--- src/rtl/barrel_motion.sv ---
// barrel_motion: barrel sprite roll/fall motion, animation frame and despawn control
module barrel_motion #(
  parameter logic [9:0] START_X = 10'd64,
  parameter logic [8:0] START_Y = 9'd80,
  parameter logic [9:0] LEFT_EDGE = 10'd32,
  parameter logic [9:0] RIGHT_EDGE = 10'd576,
  parameter int ROLL_SPEED = 2,
  parameter int FALL_SPEED = 4,
  parameter logic [8:0] LEVEL_DROP = 9'd64,
  parameter logic [8:0] FLOOR_Y = 9'd400,
  parameter int ANIM_DIV = 4
) (
  input  logic       clk,
  input  logic       rst_n,
  input  logic       tick,
  input  logic       spawn,
  input  logic       kill,
  output logic [9:0] posX,
  output logic [8:0] posY,
  output logic [1:0] state,
  output logic [2:0] animation_state,
  output logic       done
);
  localparam logic [1:0] S_INIT = 2'd0, S_ROLL = 2'd1, S_FALL = 2'd2;
  localparam logic [9:0] RS = 10'(ROLL_SPEED);
  localparam logic [8:0] FS = 9'(FALL_SPEED);
  localparam logic [7:0] AD = 8'(ANIM_DIV - 1);
  logic [1:0] nstate;
  logic [9:0] n_x;
  logic [8:0] n_y, drop, n_drop;
  logic [2:0] n_anim;
  logic [7:0] cnt, n_cnt;
  logic       dir, n_dir, n_done, frame, edge_hit, fall_hit, floor_hit;
  logic [9:0] land_y;
  // dir=1 means rolling left; the fall-start Y is recovered as posY - drop
  assign edge_hit = dir ? ({1'b0, posX} <= {1'b0, LEFT_EDGE} + {1'b0, RS})
                        : ({1'b0, posX} + {1'b0, RS} >= {1'b0, RIGHT_EDGE});
  assign fall_hit = {1'b0, drop} + {1'b0, FS} >= {1'b0, LEVEL_DROP};
  assign land_y = {1'b0, posY} - {1'b0, drop} + {1'b0, LEVEL_DROP};
  assign floor_hit = land_y >= {1'b0, FLOOR_Y};
  assign frame = cnt == AD;
  always_ff @(posedge clk or negedge rst_n)
    if (!rst_n) begin
      state <= S_INIT;
      posX <= '0;
      posY <= '0;
      animation_state <= '0;
      done <= 1'b0;
      dir <= 1'b0;
      cnt <= '0;
      drop <= '0;
    end else begin
      state <= nstate;
      posX <= n_x;
      posY <= n_y;
      animation_state <= n_anim;
      done <= n_done;
      dir <= n_dir;
      cnt <= n_cnt;
      drop <= n_drop;
    end
  always_comb
    nstate = state == S_INIT ? (spawn ? S_ROLL : S_INIT)
           : kill ? S_INIT
           : !tick ? state
           : state == S_ROLL ? (edge_hit ? S_FALL : S_ROLL)
           : fall_hit ? (floor_hit ? S_INIT : S_ROLL)
           : S_FALL;
  always_comb begin
    n_x = posX;
    n_y = posY;
    n_dir = dir;
    n_anim = animation_state;
    n_cnt = cnt;
    n_drop = drop;
    n_done = state != S_INIT && nstate == S_INIT;
    if (state == S_INIT && spawn) begin
      n_x = START_X;
      n_y = START_Y;
      n_dir = 1'b0;
      n_anim = 3'd0;
      n_cnt = '0;
    end else if (state != S_INIT && !kill && tick) begin
      n_cnt = frame ? '0 : cnt + 8'd1;
      if (state == S_ROLL) begin
        n_anim = !frame ? animation_state
               : dir ? {1'b0, animation_state[1:0] - 2'd1}
               : {1'b0, animation_state[1:0] + 2'd1};
        n_x = dir ? posX - RS : posX + RS;
        if (edge_hit) begin
          n_x = dir ? LEFT_EDGE : RIGHT_EDGE;
          n_anim = 3'd4;
          n_cnt = '0;
          n_drop = '0;
        end
      end else begin
        n_anim = frame ? {2'b10, ~animation_state[0]} : animation_state;
        n_drop = drop + FS;
        n_y = posY + FS;
        if (fall_hit) begin
          n_y = land_y[8:0];
          n_dir = ~dir;
          n_anim = 3'd0;
          n_cnt = '0;
        end
      end
    end
  end
endmodule

--- config.mk ---
export PLATFORM = sky130hd
export DESIGN_NAME = barrel_motion
export DESIGN_NICKNAME = d
export VERILOG_FILES = /design/src/rtl/barrel_motion.sv
export SDC_FILE = /design/constraint.sdc
export NUM_CORES = 1
export LEC_CHECK = 0
export CORE_ASPECT_RATIO = 1.5
export CORE_MARGIN = 2
export CORE_UTILIZATION = 55
export DETAILED_ROUTE_END_ITERATION = 8
export PLACE_DENSITY = 0.89
export SETUP_SLACK_MARGIN = 0.1
export SKIP_LAST_GASP = 1
export SLEW_MARGIN = 40
export SYNTH_ARGS = -nofsm -noshare
export SYNTH_HDL_FRONTEND = slang
export SYNTH_SLANG_ARGS = --single-unit
--- constraint.sdc ---
create_clock -name clk -period 3.3 [get_ports clk]
set_input_delay 0.99 -clock clk [delete_from_list [all_inputs] [get_ports clk]]
set_output_delay 0.99 -clock clk [all_outputs]
set_load 0.005 [all_outputs]
==> results.json, run 1 <==
{
  "ant_nets": 0,
  "clockRootBuffer": "clkbuf_8",
  "pwr-share-seq": 0.508,
  "ctsResizeCount": 0,
  "area.growth.synth_to_final_pct": 15.6,
  "slew_violations": 0,
  "skew_ns": 0.00309,
  "whs_ns": 0.493,
  "fin_nets": 402,
  "vias": 2602,
  "p_sw_frac": 0.280,
  "post_drt_wl_per_cell_um": 15.3,
  "overflow": 0,
  "hold_viol_final": 0,
  "peakVddDrop_mv": 0.144,
  "clkTransAtPathRegs_ns": 0.08,
  "final_layout_size_suffix_gt1_frac": 0.0676,
  "rsz0062_at_grt": "no",
  "grt_max_degree": 41,
  "synthMuxAreaShare": 0.00734,
  "crit_fanout": 4,
  "endpoint_kind": "register",
  "place_hpwl_um": 5100,
  "ctsHoldBuffers": 0,
  "cts_made_buffers": 5,
  "finalCriticalPeriod_ns": 2.77,
  "critPathSlowestCell": "dfrtp_1",
  "clockBufferDepth": 2,
  "cp_cell_sequence": "inv_1, ha_1, ha_1, nand3_1, a21boi_0, o21ai_0, a21oi_1, xor2_1, a311o_1, nor3b_1",
  "critical_path_buf_inv_count": 1,
  "power_leakage_nw": 1.49,
  "n_antenna_cell": 0,
  "clkPwrFrac": 0.333,
  "worst_pin_slew_ns": 0.521,
  "cp_top_family": "compound AO/OA/AOI/OAI gates",
  "yosysSeqAreaShare": 0.346,
  "synthTopCellsByArea": "dfrtp_1 35%, ha_1 11%, o21ai_0 5.2%",
  "fin_setup_tns_ns": 0,
  "clock_sinks": 40,
  "grt_usage": 0.245,
  "boundaryPins": 30,
  "portBuffers": 28,
  "yosys_warnings": 0,
  "clock_latency_ns": 0.30,
  "fp.dieH_um": 92.9,
  "setup_viol_count_final": 0,
  "die_w_um": 63.3,
  "drtIter0Drc": 134,
  "core-area_um2": 5120,
  "yosys.area.top_type_share": 0.346,
  "drv_cap": 0,
  "vias_per_cell": 5.94,
  "dp_cells": 430,
  "grt_pass1_vias": 2526,
  "fin_cells": 438,
  "cpMostUsedCell": "ha_1",
  "fin_util": 0.654,
  "synth_fp_nets": 369,
  "ys_types": 59,
  "async_reset_ff_frac": 1.00,
  "synth-seq-cells": 40,
  "yosysTopAreaCell": "dfrtp_1",
  "setup.worst_path.class": "register to register",
  "p_int_w": 0.000758,
  "synth-simple-area-share": 0.203,
  "drc": 0,
  "synth-edff-count": 0,
  "start_util": 0.565,
  "drt_first_pass_iters": 5,
  "synth_top_family_by_area": "compound AO/OA/AOI/OAI gates",
  "synth_fa_ha_area_frac": 0.126,
  "synthCells": 336,
  "slowest_delay_ns": 0.43,
  "rows": 32,
  "post_cts_buffers": 0,
  "htree_levels": 2,
  "fillCellCount": 442,
  "start_kind": "register",
  "fmax_ghz": 0.360,
  "hold_class": "register to register",
  "grt_pass1_wl_um": 11600,
  "worst-endpoint-arrival_ns": 2.99,
  "gp_congestion": 0.853,
  "comb_power_share": 0.159,
  "required_ns": 3.51,
  "dieArea_um2": 5880,
  "antenna_found_initial": 0,
  "netlist_area_um2": 2900,
  "status": "finished, final reports clean",
  "drt_wl_total_um": 6710,
  "synth-xor-area-share": 0.0514,
  "synth-compound-area-share": 0.223,
  "power_density_nw_per_um2": 314,
  "syn_avg_cell_area_um2": 8.62,
  "finalCritPeriodShare": 0.841,
  "tritoncts": "yes",
  "p_sw_w": 0.000294,
  "synth-main-ff-cell": "dfrtp_1",
  "max_slew_margin": 0.653,
  "p_total_w": 0.00105
}
power by group through the flow:
| stage | clock (W) | combinational [W] | sequential [W] |
|---|---|---|---|
| 2_1_floorplan | 0 | 0.0000858 | 0.000541 |
| 3_3_place_gp | 0 | 0.000163 | 0.000543 |
| 3_5_place_dp | 0 | 0.000168 | 0.000544 |
| 4_1_cts | 0.000350 | 0.000170 | 0.000535 |
| 5_1_grt | 0.000375 | 0.000188 | 0.000539 |
| 6_report | 0.000350 | 0.000168 | 0.000534 |
path summary, 6_finish.rpt:
kind / end / depth (start not counted) / slack (ns) / start
min in group asynchronous: posX[4] / 1 / 0.66 / rst_n
min reg2reg: animation_state[2] / 1 / 0.49 / animation_state[2]
max: done / 10 / 0.53 / drop[3]
max in group asynchronous: posY[4] / 1 / 2.28 / rst_n
min: animation_state[2] / 1 / 0.49 / animation_state[2]
max reg2reg: done / 10 / 0.53 / drop[3]
Yosys cell counts, types with 4 or more instances:
master	count
dfrtp_1	40
inv_1	20
nand2_1	29
o21a_1	5
nor3_1	8
xor2_1	7
nand2b_1	4
nor2_1	33
ha_1	26
nor2b_1	6
and3_1	5
nor4_1	4
o21ai_0	30
nand3_1	11
xnor2_1	10
a21oi_1	28
a21o_1	4
and2_1	4
sequential cells by signal, indices dropped and copies added (netlist names):
name             flops
done                 1
state                2
dir                  1
cnt                  8
drop                 7
posY                 9
animation_state      3
posX                 9
layout by cell type (no fill, tap or decap), drive strengths merged, types with 3 or more instances in the layout:
master and n:
nand2b 4, a21oi 29, ha 26, nor4 4, nand3 11, clkbuf 7, xor2 7, inv 20
o21ai 35, a21o 4, nor3b 3, and2 4, nor3 8, o21a 5, nand2 29, a22o 3
dfrtp 40, buf 6, and3 6, a211oi 3, nor2b 6, xnor2 10, nor2 33, clkdlybuf4s50 27
o22ai 3
final cells by class:
type	count	area [um2]	area share
Tap cell	68	85.1	0.0254
Inverter	20	75.1	0.0224
Multi-Input combinational cell	269	1780	0.531
Sequential cell	40	1000	0.299
Timing Repair Buffer	33	315	0.0941
Clock inverter	1	7.51	0.00224
Clock buffer	7	86.3	0.0258
cells by family after synthesis:
| group | Yosys count |
|---|---|
| flip-flops | 40 |
| adder cells (fa/ha/maj) | 28 |
| AO/OA/AOI/OAI | 102 |
| multiplexers | 2 |
| AND/OR/NAND/NOR | 118 |
| buffers and inverters | 27 |
| XOR/XNOR | 17 |
| other | 2 |
per-stage QoR:
step                worst slack [ns]  cell area (um2)
floorplan                      0.877             2900
global placement               0.424             3250
detailed placement             0.400             3260
CTS                            0.496             3350
global route                   0.183             3350
finish                         0.525             3350
layer usage:
layer	global-route usage	routed length, um	share of wire
met1	0.289	2760	0.41
met2	0.449	3570	0.53
met3	0.0267	234	0.035
met4	0.0978	143	0.021
met5	0	0	0
Power figures use the tool's default switching activity.
==> run 2: changes to the inputs <==
--- a/config.mk
+++ b/config.mk
@@ -7,9 +7,9 @@
 export LEC_CHECK = 0
 export CORE_ASPECT_RATIO = 1.5
 export CORE_MARGIN = 2
-export CORE_UTILIZATION = 55
+export CORE_UTILIZATION = 52
 export DETAILED_ROUTE_END_ITERATION = 8
-export PLACE_DENSITY = 0.89
+export PLACE_DENSITY = 0.88
 export SETUP_SLACK_MARGIN = 0.1
 export SKIP_LAST_GASP = 1
 export SLEW_MARGIN = 40
==> constraint.sdc (replaced) <==
create_clock -name clk -period 2.4 [get_ports clk]
set_input_delay 0.72 -clock clk [delete_from_list [all_inputs] [get_ports clk]]
set_output_delay 0.72 -clock clk [all_outputs]
set_load 0.005 [all_outputs]
==> run 2 against run 1 <==
Against the previous run: die area is 5.5% higher; fmax is 18% higher; register-to-register slack worse by 0.48 ns; cell count is 11% higher; final area is 16% higher; largest cell class unchanged; highest routed layer unchanged.
==> results.json, run 2 (synthesis gave the netlist of run 1 again) <==
{
  "worst_pin_slew_ns": 0.534,
  "htree_levels": 2,
  "crit_fanout": 3,
  "final_cell_mix": "49 x buf_4, 39 x dfrtp_1, 30 x nor2_1, 29 x nand2_1, 27 x clkdlybuf4s50_1",
  "setup_viol_count_final": 0,
  "final_layout_size_suffix_gt1_frac": 0.254,
  "design_area_um2": 3890,
  "die_w_um": 64.9,
  "grt-busiest-layer": "met2",
  "status": "finished, final reports clean",
  "grt_pass1_wl_um": 12600,
  "met3_usage": 0.0331,
  "setup.worst_path.class": "register to register",
  "fin_util": 0.720,
  "max_slew_margin": 0.644,
  "drt_wl_total_um": 8360,
  "fin_setup_tns_ns": 0,
  "ctsHoldBuffers": 0,
  "drc": 0,
  "start_kind": "register",
  "regArea_um2": 1000,
  "finalCriticalPeriod_ns": 2.35,
  "grtUsageMet2": 0.520,
  "cts_made_buffers": 5,
  "area.growth.synth_to_final_pct": 34.4,
  "rows": 33,
  "n_antenna_cell": 0,
  "endpoint_kind": "register",
  "vias": 2934,
  "fin_cells": 484,
  "ant_nets": 0,
  "hold_class": "input pin to asynchronous set/reset pin",
  "dieArea_um2": 6200,
  "multiInputGateArea_um2": 1950,
  "use_met1": 0.256,
  "grt_pass1_vias": 2864,
  "power_density_nw_per_um2": 436,
  "grt_usage": 0.264,
  "drv_cap": 0,
  "required_ns": 2.60,
  "drt_first_pass_iters": 4,
  "drtIter0Drc": 249,
  "clock_latency_ns": 0.31,
  "core-area_um2": 5410,
  "worst-endpoint-arrival_ns": 2.55,
  "clkTransAtPathRegs_ns": 0.09,
  "fin_nets": 446,
  "final_common_cell": "buf_4",
  "power_leakage_nw": 1.73,
  "peakVddDrop_mv": 0.380,
  "clock_sinks": 40,
  "fmax_ghz": 0.425,
  "tritoncts": "yes",
  "portBuffers": 28,
  "hold_viol_final": 0,
  "vias_per_cell": 6.06,
  "slew_violations": 0,
  "reg_top3": "posX: 9 flops, posY: 9 flops, cnt: 8 flops",
  "boundaryPins": 30,
  "antenna_found_initial": 0,
  "post_drt_wl_per_cell_um": 17.3,
  "whs_ns": 0.482,
  "overflow": 0,
  "clockBufferDepth": 2,
  "fp.dieH_um": 95.4,
  "dpl-instance-area_um2": 3570,
  "skew_ns": 0.0171,
  "dp_cells": 471,
  "grt_max_degree": 41,
  "fillCellCount": 366,
  "gp_congestion": 0.861,
  "start_util": 0.536,
  "finalCritPeriodShare": 0.980,
  "rsz0062_at_grt": "yes",
  "place_hpwl_um": 5720,
  "clockRootBuffer": "clkbuf_8"
}
-- run 2: changes by cell type in the layout (fill, tap and decap cells not counted), moves of 4 or more --
| cell | change |
|---|---|
| a21oi_2 | +8 |
| ha_1 | -5 |
| o21ai_0 | -4 |
| a21oi_1 | -8 |
| buf_4 | +43 |
| ha_4 | +4 |
-- run 2: metrics by stage --
stage | power [W] | setup slack, ns
floorplan | 0.000864 | 0.108
global placement | 0.00101 | -0.145
detailed placement | 0.00102 | -0.166
CTS | 0.00168 | 0.0656
global route | 0.00176 | -0.0435
finish | 0.00170 | 0.0485
-- run 2: path summary, 6_finish.rpt --
check,from,to,slack [ns],cells past startpoint
min,rst_n,animation_state[2],0.48,2
min reg2reg,animation_state[2],animation_state[2],0.49,1
min in group clk,animation_state[2],animation_state[2],0.49,1
max reg2reg,posY[6],done,0.05,11
max in group asynchronous,rst_n,dir,1.54,2
max,posY[6],done,0.05,11
-- run 2: cell type report --
cell class              count  share of cell area
clock buffers               6              0.0186
clock inverters             2              0.0154
inverters                  20              0.0193
multi-input cells         269               0.501
flip-flops and latches     40               0.257
well taps                  70              0.0225
repair buffers             77               0.165
-- run 2: timing repair --
action,in CTS,in global routing
pin swaps,1,9
setup buffers,2,3
endpoints found under the setup margin,6,14
gates resized for setup,13,26
-- run 2: power breakdown --
part | internal [W] | switching (W) | total [W]
clock | 0.000416 | 0.000247 | 0.000663
combinational | 0.000143 | 0.000159 | 0.000302
sequential | 0.000704 | 0.0000268 | 0.000731
total | 0.00126 | 0.000433 | 0.00170
-- run 2: critical path, cell delays in order, from the launching register on --
cell and delay, ns:
dfrtp_1 0.36, inv_1 0.09, ha_1 0.28, inv_1 0.04
ha_1 0.32, buf_4 0.16, o21a_1 0.17, nor2_1 0.14
a21oi_2 0.06, xor2_1 0.18, a311o_1 0.29, nor3b_2 0.16
-- run 2: routing by layer --
metal | routed length [um] | vias up
li1 | - | 1366
met1 | 3020 | 1428
met2 | 4620 | 105
met3 | 292 | 35
met4 | 425 | 0
met5 | 0 | -
==> run 3: changes to the inputs <==
--- a/config.mk
+++ b/config.mk
@@ -8,7 +8,9 @@
 export CORE_ASPECT_RATIO = 1.5
 export CORE_MARGIN = 2
 export CORE_UTILIZATION = 52
+export CTS_CLUSTER_DIAMETER = 40
 export DETAILED_ROUTE_END_ITERATION = 8
+export HOLD_SLACK_MARGIN = 0.12
 export PLACE_DENSITY = 0.88
 export SETUP_SLACK_MARGIN = 0.1
 export SKIP_LAST_GASP = 1
==> results of run 3 <==
Same layout as run 2: the final DEF is identical, and so are final timing and power.
